==> config.mk <==
export PLATFORM = sky130hd
export DESIGN_NAME = tx_serializer
export DESIGN_NICKNAME = d
export VERILOG_FILES = /design/src/rtl/tx_serializer.sv
export SDC_FILE = /design/constraint.sdc
export NUM_CORES = 1
export LEC_CHECK = 0
export CELL_PAD_IN_SITES_DETAIL_PLACEMENT = 0
export CELL_PAD_IN_SITES_GLOBAL_PLACEMENT = 1
export CORE_UTILIZATION = 35
export CTS_CLUSTER_DIAMETER = 200
export DETAILED_ROUTE_END_ITERATION = 16
export DONT_BUFFER_PORTS = 1
export HOLD_SLACK_MARGIN = 0.06
export PLACE_DENSITY = 0.62
export SLEW_MARGIN = 20
export SYNTH_ARGS = -nofsm -noshare
export SYNTH_HDL_FRONTEND = slang
export SYNTH_SLANG_ARGS = --single-unit
==> constraint.sdc <==
create_clock -name clk -period 1.9 [get_ports clk]
set_input_delay 0.38 -clock clk [delete_from_list [all_inputs] [get_ports clk]]
set_output_delay 0.38 -clock clk [all_outputs]
set_load 0.05 [all_outputs]
==> src/rtl/tx_serializer.sv <==
// tx_serializer: buffered 7-bit framed serial transmitter; even parity bit enabled by TX_SERIALIZER_PARITY_EN
module tx_serializer #(
  parameter int unsigned CLKS_PER_BIT = 4
) (
  input  logic       clk,
  input  logic       reset,
  input  logic [6:0] din,
  input  logic       din_valid,
  output logic       din_ready,
  output logic       tx,
  output logic       busy,
  output logic       done
);
  typedef enum logic [2:0] {
    IDLE,
    START,
    DATA,
`ifdef TX_SERIALIZER_PARITY_EN
    PARITY,
`endif
    STOP
  } state_t;
  state_t     state_q, state_d;
  logic [7:0] cnt_q, cnt_d;
  logic [2:0] idx_q, idx_d;
  logic [6:0] shreg_q, shreg_d;
  logic [6:0] buf_q, buf_d;
  logic       buf_full_q, buf_full_d;
  logic       tx_q, tx_d;
  logic       done_q, done_d;
  logic       last, load, accept;
`ifdef TX_SERIALIZER_PARITY_EN
  logic       par_q, par_d;
`endif
  assign din_ready = !buf_full_q;
  assign busy      = state_q != IDLE;
  assign done      = done_q;
  assign tx        = tx_q;
  // next-state, buffer handshake and registered line value derived from the next state
  always_comb begin
    last    = cnt_q == 8'(CLKS_PER_BIT - 1);
    accept  = din_valid && !buf_full_q;
    load    = 1'b0;
    state_d = state_q;
    idx_d   = idx_q;
    shreg_d = shreg_q;
    done_d  = 1'b0;
    case (state_q)
      IDLE: if (buf_full_q) begin
        load    = 1'b1;
        state_d = START;
      end
      START: if (last) state_d = DATA;
      DATA: if (last) begin
        shreg_d = shreg_q >> 1;
        idx_d   = idx_q + 3'd1;
        if (idx_q == 3'd6) begin
          idx_d   = 3'd0;
`ifdef TX_SERIALIZER_PARITY_EN
          state_d = PARITY;
`else
          state_d = STOP;
`endif
        end
      end
`ifdef TX_SERIALIZER_PARITY_EN
      PARITY: if (last) state_d = STOP;
`endif
      STOP: if (last) begin
        done_d  = 1'b1;
        load    = buf_full_q;
        state_d = buf_full_q ? START : IDLE;
      end
      default: state_d = IDLE;
    endcase
    if (load) shreg_d = buf_q;
    buf_full_d = load ? 1'b0 : accept ? 1'b1 : buf_full_q;
    buf_d      = accept ? din : buf_q;
    cnt_d      = (state_q == IDLE || last) ? 8'd0 : cnt_q + 8'd1;
`ifdef TX_SERIALIZER_PARITY_EN
    par_d      = load ? ^buf_q : par_q;
    tx_d       = state_d == START ? 1'b0 : state_d == DATA ? shreg_d[0] : state_d == PARITY ? par_d : 1'b1;
`else
    tx_d       = state_d == START ? 1'b0 : state_d == DATA ? shreg_d[0] : 1'b1;
`endif
  end
  // state registers; reset abandons any frame in flight and empties the buffer
  always_ff @(posedge clk or posedge reset) begin
    if (reset) begin
      state_q    <= IDLE;
      cnt_q      <= 8'd0;
      idx_q      <= 3'd0;
      shreg_q    <= 7'd0;
      buf_q      <= 7'd0;
      buf_full_q <= 1'b0;
      tx_q       <= 1'b1;
      done_q     <= 1'b0;
`ifdef TX_SERIALIZER_PARITY_EN
      par_q      <= 1'b0;
`endif
    end else begin
      state_q    <= state_d;
      cnt_q      <= cnt_d;
      idx_q      <= idx_d;
      shreg_q    <= shreg_d;
      buf_q      <= buf_d;
      buf_full_q <= buf_full_d;
      tx_q       <= tx_d;
      done_q     <= done_d;
`ifdef TX_SERIALIZER_PARITY_EN
      par_q      <= par_d;
`endif
    end
  end
endmodule

Yosys cells after proc, flatten, opt, wreduce, memory -nomap -nowiden
Cells that the tools add are included.
{ "totals": {"register_bits": 31, "in_bits": 10, "elab_cells": 49} }
{ "classes": {"n_addsub": 2, "eq_ne": 7, "n_mux": 21, "n_reduce_logical": 10} }
{ "op_table": {"columns": ["cell", "count"], "rows": [
  ["7-bit two-way mux", 3],
  ["3-bit two-way mux", 6],
  ["3-bit case mux with 4 select lines", 1],
  ["3-bit by 2-bit == test with 1-bit output (second input constant)", 3],
  ["1-bit two-way mux", 9],
  ["8-bit by 1-bit adder with 8-bit output (second input constant)", 1],
  ["8-bit by 2-bit == test with 1-bit output (second input constant)", 1],
  ["8-bit two-way mux", 1],
  ["3-bit by 1-bit == test with 1-bit output (second input constant)", 2],
  ["2-bit nonzero test", 3],
  ["2-bit AND reduction", 2],
  ["3-bit by 1-bit adder with 3-bit output (second input constant)", 1],
  ["3-bit == test (second input constant)", 1],
  ["3-bit zero test", 1],
  ["3-bit nonzero test", 1],
  ["1-bit case mux with 2 select lines", 1],
  ["1-bit logical AND", 1],
  ["1-bit zero test", 1],
  ["1-bit logical OR", 1]
]} }

Depth between registers and ports, before layout
Gate-level depths: netlist of the first run.
{ "depth": {"word_depth": 7, "depth_mapped": 7, "depth_no_buf": 6} }

Worst setup path after synthesis of the first run
No wires, ideal clock.
{ "synth_timing": {"kind": "flip-flop to flip-flop", "start": "register cnt_q[0]", "end": "register tx_q (netlist: tx)", "setup_time_ns": 0.076, "arrival_ns": 1.777, "required_time_ns": 1.824, "setup_slack_ns": 0.046, "path_stages_with_launch": 7, "n_path_buf": 0, "cell_sequence": "dfrtp_1 > ha_1 > nor3b_2 > nand4_1 > a21oi_4 > mux2_4 > a22oi_2"} }
{ "synth_via": {"elab_chain_cells": 6} }
{ "synth_rtl": {"columns": ["element", "line", "text"], "rows": [
  ["start: declaration", "24", "logic [7:0] cnt_q, cnt_d;"],
  ["start signal: assignment", "103", "cnt_q <= cnt_d;"],
  ["8-bit by 2-bit == test with 1-bit output (*)", "41", "last = cnt_q == 8'(CLKS_PER_BIT - 1);"],
  ["3-bit two-way mux (tied with other cells)", "69", "STOP: if (last) begin"],
  ["3-bit case mux with 4 select lines (tied with other cells)", "48", "case (state_q)"],
  ["3-bit by 2-bit == test with 1-bit output or 7-bit two-way mux (tied branches)", "84, 76", null],
  ["1-bit two-way mux", "84", "tx_d = state_d == START ? 1'b0 : state_d == DATA ? shreg_d[0] : 1'b1;"],
  ["1-bit two-way mux (*)", "84", null],
  ["via tx_d", "29", "logic tx_q, tx_d;"],
  ["end signal: assignment", "108", "tx_q <= tx_d;"],
  ["end: declaration", "29", null]
]} }
Mark *: on every way through the listed nets, which the timed path passes. The rest lies on a longest branch. The select of a mux whose other input is x is not followed.
A chain may end at the register's enable or synchronous reset.

Worst setup path after layout of the first run
{ "layout_timing": {"start": "register state_q[2]", "end": "output busy"} }
{ "layout_via": {"elab_chain_cells": 1} }
{ "layout_rtl": {"columns": ["element", "line", "text"], "rows": [
  ["start: declaration", "23", "state_t state_q, state_d;"],
  ["start signal: assignment", "102", "state_q <= state_d;"],
  ["3-bit nonzero test", "36", "assign busy = state_q != IDLE;"],
  ["end: declaration", "11", "output logic busy,"]
]} }
No other way between the ends.

==> reports/metrics.csv, run 1 <==
stage,metric,value,unit
logic_synthesis,synth-seq-cells,31,
logic_synthesis,synth_top_family_by_area,simple AND/OR/NAND/NOR gates,
cts,cts_tree,yes,
floorplanning,die_w,65.0,µm
logic_synthesis,synth_top_area_frac,0.540,
logic_synthesis,synth_ff_type,dfrtp_1,
routing,drt_pass1_iterations,4,
routing,met2_length,1060,µm
logic_synthesis,yosys-top-cells-area,"dfrtp_1 (54%), mux2_2 (5.7%), xor2_1 (3.8%)",
logic_synthesis,netlist_instances,119,
setup_path,max_stage_delay,0.46,ns
power,combinationalPowerShare,0.265,
routing,totalWireLength,2440,µm
setup_path,r2r_start,cnt_q[1],
sta,min_period,1.79,ns
finish,n_antenna_cell,0,
routing,wl_met3,103,µm
setup_path,startpoint,state_q[2],
floorplanning,fp-row-count,22,
grt,grt_overflow,0,
setup_path,slowest_stage,or3_1,
logic_synthesis,synth_cell_type_count,36,
grt,grt_pass1_vias,910,
routing,highest_layer,met4,
power,p_sw_frac,0.321,
cts,cts.sinks,31,
cts,clockBufferDepth,2,
logic_synthesis,ys_seq_area_frac,0.559,
logic_synthesis,synthSimpleGateAreaFrac,0.171,
setup_path,startpoint_type,register,
logic_synthesis,synth.cell_area,1390,µm²
logic_synthesis,synth-adder-area-share,0.00900,
outcome,status,"finished, final reports clean",
placement,dpl_cell_area,1490,µm²
floorplanning,die_h,65.0,µm
sta,slew_viol_final,0,
finish,layout.cells.non_filler,181,
finish,drive_gt1_frac,0.241,
finish,syn2layout_area_growth,16.6,%
floorplanning,initial_utilization,0.371,
routing,viasPerCell,4.94,
grt,grt_pass1_wl,4150,µm
setup_path,crit_path_end_kind,primary output,
placement,numPortBuffers,0,
power,switching_power,769,µW
routing,wl_met1,1200,µm
floorplanning,core,3740,µm²
power,ir_worst_vdd,0.660,mV
logic_synthesis,synth_xor_area_frac,0.0504,
logic_synthesis,synth-edff-count,0,
placement,dp_hpwl,1670,µm
logic_synthesis,yosysTopAreaCell,dfrtp_1,
cts,htree_num_levels,2,
finish,design_area,1620,µm²
floorplanning,dieArea,4230,µm²
grt,grt_usage,0.137,
run,maxCapViolations,0,
grt,grt_max_degree,32,
cts,clock_latency,0.29,ns
sta,period_share,0.944,
logic_synthesis,synthMuxAreaShare,0.0747,
sta,max_freq,557,MHz
sta,setup_viol,0,
sta,hold_slack,0.0517,ns
setup_path,crit_chain,"or3_1, buf_4",
cts,path_clk_slew,0.07,ns
sta,rsz0062_at_grt,no,
power,p_leak,0.766,nW
worst_hold_path,hold_path.class,in2async,
routing,drc,0,
power,p_int,1.63,mW
setup_path,crit_arrival,1.41,ns
setup_path,crit_type,reg2out,
logic_synthesis,yosysWarnings,0,
logic_synthesis,syn-num-nets,130,
finish,nNetsFinal,143,
sta,clock_skew,0.00534,ns
power,power_frac_seq,0.454,
sta,fin_setup_tns,0,ns
grt,antenna_found_initial,0,
logic_synthesis,syn_avg_cell_area,11.7,µm²
cts,clk_root_buffer_cell,clkbuf_8,
cts,cts_buffers,5,
setup_path,worstPathRequired,1.52,ns
routing,vias,895,
logic_synthesis,synth_compound_area_frac,0.113,
power,powerDensity,1480,nW/µm²
placement,place_inst,172,
routing,dr.first_iter.drc_count,25,
floorplanning,ios,14,
sta,hold_viol_final,0,
power,clockPowerShare,0.281,
setup_path,crit_fanout,7,
routing,wire_per_inst,13.5,µm
logic_synthesis,synthArstFlopShare,1.00,
placement,place_congestion,0.802,
routing,ant_nets,0,
==> flip-flops by register name, summed over array words and instances, names as in the netlist <==
name	cells
buf_full_q	1
cnt_q	8
state_q	3
buf_q	7
tx	1
shreg_q	7
done	1
idx_q	3
==> layout by cell type (no fill, tap or decap), drive strengths merged, types with 3 or more instances in the layout <==
cell type and instances:
nand2b 3, buf 8, dfrtp 30, nor2 10, xor2 6, nor3b 3
clkbuf 6, o21ai 5, nand3 6, and3 4, mux2 8, a21o 5
inv 5, nand2 8, a22o 5
==> through the flow <==
step,utilization,worst slack (ns),total power [mW]
after floorplan,-,0.0464,1.57
after global placement,0.399,0.156,1.72
after detailed placement,0.399,0.141,1.74
after CTS,0.430,0.0903,2.41
after global routing,0.433,0.000101,2.54
final,0.433,0.106,2.40
==> power groups by stage <==
| stage | Clock [mW] | Combinational, mW | Sequential (mW) |
|---|---|---|---|
| after floorplan | 0 | 0.520 | 1.05 |
| after global placement | 0 | 0.624 | 1.09 |
| after detailed placement | 0 | 0.639 | 1.10 |
| after CTS | 0.685 | 0.641 | 1.09 |
| after global routing | 0.711 | 0.710 | 1.12 |
| final | 0.673 | 0.635 | 1.09 |
==> cell families after synthesis <==
logic type                 Yosys count
AOI/OAI and AO/OA                   20
other                                1
buffers and inverters                7
muxes                                9
xor gates and xnor gates             8
adders and majority gates            1
DFF                                 31
and+or+nand+nor                     42
==> metal layers <==
layer / vias up / GRT usage
met5: - / 0
met4: 0 / 0.0897
met3: 8 / 0.0475
met2: 16 / 0.185
met1: 432 / 0.182
li1: 439 / -
==> layout make-up <==
type	count	area, µm²
Clock inverter	2	35.0
Tap cell	48	60.1
Multi-Input combinational cell	81	586
Sequential cell	31	778
Fill cell	383	2120
Clock buffer	6	82.6
Timing Repair Buffer	8	60.1
Inverter	5	18.8
==> critical path: cells and delay by family, from the launching register on <==
| family | cells | cell delay [ns] |
|---|---|---|
| buffers and inverters | 1 | 0.22 |
| and+or+nand+nor | 1 | 0.46 |
| DFF | 1 | 0.45 |
==> timing repair <==
item / in CTS / in global routing
setup endpoints to repair: 0 / 6
hold buffers: 0 / 0
gates resized for setup: 0 / 1
setup buffers: 0 / 1
==> path summary, 6_finish.rpt <==
check,end,slack [ns],cells past startpoint
hold / removal,buf_q[4],0.05,2
setup reg to reg,tx,0.14,6
min in group clk,buf_q[0],0.21,2
max in group asynchronous,tx,1.52,2
setup / recovery,busy,0.11,2
hold reg to reg,shreg_q[2],0.48,1
==> Yosys cell counts (2+ instances only) <==
cell / n
dfrtp_1: 30
nand2_1: 8
a22o_1: 5
nand3_1: 6
xnor2_1: 2
xor2_1: 6
and3_1: 4
o21ai_0: 5
nand2b_1: 3
mux2_2: 7
nor3b_1: 2
nor2_1: 9
inv_1: 5
a21o_1: 5
Note: power is estimated with default switching activity, not from simulation.
==> run 2, diff against run 1 <==
- CORE_ASPECT_RATIO: unset -> 0.6
==> run 2 against run 1 <==
Net effect: count of clock-buffer cells in the layout increased by 2; clock skew increased by 0.0043 ns; wire length increased by 6.9%; cell count increased by 1.7%; total power decreased by 1.7%; core utilization increased by 0.60 points; largest power group unchanged; highest routed layer unchanged.
==> reports/metrics.csv, run 2 (synthesized netlist as in run 1, its figures left out) <==
stage,metric,value,unit
floorplanning,ios,14,
grt,grt_usage,0.147,
power,powerDensity,1430,nW/µm²
routing,dr.first_iter.drc_count,100,
finish,regMostFlops,cnt_q,
grt,grt_max_degree,32,
floorplanning,core,3740,µm²
routing,drt_pass1_iterations,4,
cts,cts_tree,yes,
floorplanning,fp-row-count,17,
finish,n_fill_cell,354,
grt,grt_pass1_vias,931,
setup_path,max_stage_delay,0.39,ns
setup_path,crit_chain,"buf_4, or3_1, buf_4",
finish,n_antenna_cell,0,
finish,largest_register_ffs,8,
finish,reg_top3,"cnt_q x8, buf_q x7, shreg_q x7",
finish,multi_input_area,598,µm²
routing,vias,920,
power,p_leak,0.776,nW
floorplanning,initial_utilization,0.371,
cts,cts_buffers,5,
setup_path,cp_common_cell,buf_4,
setup_path,worstPathRequired,1.52,ns
placement,place_inst,172,
setup_path,crit_type,reg2out,
worst_hold_path,hold_path.class,in2async,
routing,totalWireLength,2610,µm
setup_path,crit_arrival,1.38,ns
power,ir_worst_vdd,0.571,mV
finish,nNetsFinal,147,
sta,fin_setup_tns,0,ns
sta,clock_skew,0.00960,ns
sta,hold_viol_final,0,
finish,final_cell_mix,"dfrtp_1 (30), buf_4 (12), nor2_1 (9)",
finish,final-seq-area,777,µm²
cts,path_clk_slew,0.07,ns
placement,numPortBuffers,0,
sta,min_period,1.76,ns
routing,drc,0,
grt,grt_overflow,0,
grt,antenna_found_initial,0,
cts,htree_num_levels,2,
placement,dp_hpwl,1820,µm
grt,grt_pass1_wl,4610,µm
outcome,status,"finished, final reports clean",
floorplanning,die_w,83.4,µm
setup_path,crit_fanout,6,
sta,hold_slack,0.0599,ns
cts,clock_latency,0.28,ns
sta,max_freq,568,MHz
placement,place_congestion,0.762,
run,maxCapViolations,0,
finish,final_common_cell,dfrtp_1,
routing,ant_nets,0,
routing,viasPerCell,5.00,
setup_path,slowest_stage,dfrtp_1,
cts,clockBufferDepth,2,
finish,drive_gt1_frac,0.255,
setup_path,crit_path_end_kind,primary output,
finish,syn2layout_area_growth,18.2,%
setup_path,startpoint_type,register,
sta,setup_viol,0,
cts,cts.sinks,31,
cts,clk_root_buffer_cell,clkbuf_8,
routing,wire_per_inst,14.2,µm
finish,layout.cells.non_filler,184,
sta,period_share,0.926,
sta,slew_viol_final,0,
cts,hold_buffers,0,
floorplanning,die_h,50.8,µm
sta,rsz0062_at_grt,no,
floorplanning,dieArea,4240,µm²
[run 2: layout make-up]
| type | count | share of cell area |
|---|---|---|
| clock buffer | 8 | 0.0609 |
| timing repair buffer | 12 | 0.0548 |
| inverter | 5 | 0.0114 |
| sequential | 31 | 0.473 |
| multi-input combinational | 81 | 0.364 |
| tap | 47 | 0.0358 |
[run 2: path summary, 6_finish.rpt]
path	startpoint	to	slack, ns	cells past startpoint
worst max-delay path	state_q[1]	busy	0.14	3
worst min-delay path	reset	cnt_q[3]	0.06	2
worst max register to register	cnt_q[6]	tx	0.16	5
worst min register to register	shreg_q[1]	shreg_q[1]	0.48	1
max in group asynchronous	reset	tx	1.50	2
min in group clk	din_valid	buf_full_q	0.23	2
[run 2: critical path: cells and delay by family, from the launching register on]
kind	cells	cell delay (ns)
and+or+nand+nor	1	0.34
DFF	1	0.39
buffers and inverters	2	0.37
[run 2: what timing repair did]
| item | in CTS | in global routing |
|---|---|---|
| setup buffers | 0 | 4 |
| gates resized for setup | 0 | 2 |
| endpoints found under the setup margin | 0 | 7 |
| hold endpoints to repair | 0 | 0 |
[run 2: where the power goes]
group	switching, mW	leakage [nW]	total, mW	internal [mW]
combinational	0.363	0.332	0.713	0.350
sequential	0.187	0.393	1.08	0.888
clock	0.236	0.0515	0.567	0.330
[run 2: per-stage QoR]
step	setup WS [ns]	total power, mW	instance area (µm²)	util
global route	0.0215	2.52	1640	0.439
floorplan	0.0464	1.57	1390	-
finish	0.141	2.36	1640	0.439
global placement	0.151	1.73	1500	0.401
detailed placement	0.0870	1.75	1500	0.401
CTS	0.0676	2.33	1600	0.427
[run 2: layer usage]
layer  global-route usage  vias to the layer above  share of wire
met5                    0                        -              0
met4               0.0603                        0         0.0081
met3               0.0711                        4          0.053
met2                0.189                       20           0.38
met1                0.208                      452           0.55
li1                     -                      444              -
==> run 3, diff against run 2 <==
- MAX_ROUTING_LAYER: unset -> met4
==> run 3 against run 2 <==
Net effect: clock skew is essentially flat; worst setup slack is the same; clock power is essentially flat; wire length grew 0.12%; largest cell class unchanged.
==> reports/metrics.csv, run 3 (synthesized netlist as in run 1, its figures left out) <==
stage,metric,value,unit
sta,hold_slack,0.0599,ns
worst_hold_path,hold_path.class,in2async,
finish,largest_register_ffs,8,
routing,wire_per_inst,14.2,µm
run,maxCapViolations,0,
finish,reg_top3,"cnt_q x8, buf_q x7, shreg_q x7",
setup_path,worstPathRequired,1.52,ns
setup_path,crit_path_end_kind,primary output,
sta,fin_setup_tns,0,ns
cts,clockBufferDepth,2,
setup_path,crit_type,reg2out,
cts,cts.sinks,31,
finish,n_antenna_cell,0,
routing,viasPerCell,5.00,
finish,n_fill_cell,354,
sta,hold_viol_final,0,
finish,post-route-util,0.439,
floorplanning,fp-row-count,17,
routing,totalWireLength,2610,µm
setup_path,crit_end,busy,
setup_path,crit_fanout,6,
grt,grt_pass1_wl,4630,µm
placement,place_congestion,0.772,
outcome,status,"finished, final reports clean",
routing,drc,0,
routing,vias,920,
finish,final_cell_mix,"dfrtp_1 (30), buf_4 (12), nor2_1 (9)",
routing,ant_nets,0,
cts,htree_num_levels,2,
sta,rsz0062_at_grt,no,
placement,numPortBuffers,0,
cts,hold_buffers,0,
grt,grt_pass1_vias,926,
floorplanning,core,3740,µm²
cts,cts_tree,yes,
finish,nNetsFinal,147,
power,powerDensity,1430,nW/µm²
sta,period_share,0.926,
sta,max_freq,568,MHz
sta,timing.final.ws_setup,0.141,ns
cts,path_clk_slew,0.07,ns
floorplanning,die_w,83.4,µm
finish,regMostFlops,cnt_q,
cts,clk_root_buffer_cell,clkbuf_8,
grt,grt_overflow,0,
cts,cts_buffers,5,
sta,slew_viol_final,0,
floorplanning,die_h,50.8,µm
sta,min_period,1.76,ns
power,p_total,2.36,mW
floorplanning,dieArea,4240,µm²
setup_path,r2r_start,cnt_q[6],
placement,pre_cts_ws,0.0870,ns
routing,dr.first_iter.drc_count,100,
finish,syn2layout_area_growth,18.2,%
setup_path,startpoint,state_q[1],
placement,dp_hpwl,1820,µm
grt,grt_max_degree,32,
grt,grt_usage,0.153,
power,p_leak,0.776,nW
sta,setup_viol,0,
routing,drt_pass1_iterations,4,
finish,final_common_cell,dfrtp_1,
setup_path,crit_arrival,1.38,ns
grt,antenna_found_initial,0,
finish,drive_gt1_frac,0.255,
cts,clock_latency,0.28,ns
sta,clock_skew,0.00960,ns
setup_path,r2r_cells,5,
floorplanning,ios,14,
floorplanning,initial_utilization,0.371,
power,ir_worst_vdd,0.571,mV
setup_path,r2r_setup_slack,0.16,ns
setup_path,startpoint_type,register,
setup_path,timing.rr.end,tx,
## run 3: final cells by class
class,instances,area [µm²],share of cell area
flip-flops and latches,31,777,0.473
multi-input cells,81,598,0.364
clock buffers,8,100,0.0609
repair buffers,12,90.1,0.0548
well taps,47,58.8,0.0358
inverters,5,18.8,0.0114
## run 3: layer usage
metal,global-route usage,wire length [µm],vias to the layer above
li1,-,-,444
met1,0.210,1450,452
met2,0.189,1000,20
met3,0.0840,130,4
met4,0.0431,21,0
met5,-,0,-
## run 3: worst min path at each step
stage	startpoint	to
2_1_floorplan	buf_q[6]	shreg_q[6]
3_3_place_gp	reset	buf_q[6]
3_5_place_dp	reset	buf_q[6]
4_1_cts	reset	cnt_q[3]
5_1_grt	reset	cnt_q[3]
6_report	reset	cnt_q[3]
## run 3: report_power, final
group / internal, mW / switching (mW) / total [mW]
clock: 0.330 / 0.236 / 0.567
combinational: 0.350 / 0.364 / 0.714
sequential: 0.888 / 0.187 / 1.08
total: 1.57 / 0.787 / 2.36
## run 3: metrics by stage
stage,instance area [µm²],cells
floorplan,1390,119
global placement,1500,172
detailed placement,1500,172
CTS,1600,180
global route,1640,184
finish,1640,184
## run 3: worst max-delay path, cell delays in order, from the launching register on
cell and delay (ns):
dfrtp_1 0.39, buf_4 0.17, or3_1 0.34, buf_4 0.20
## run 3: what timing repair did
item,CTS,global route
setup endpoints to repair,0,7
buffers inserted,0,4
gates resized for setup,0,2
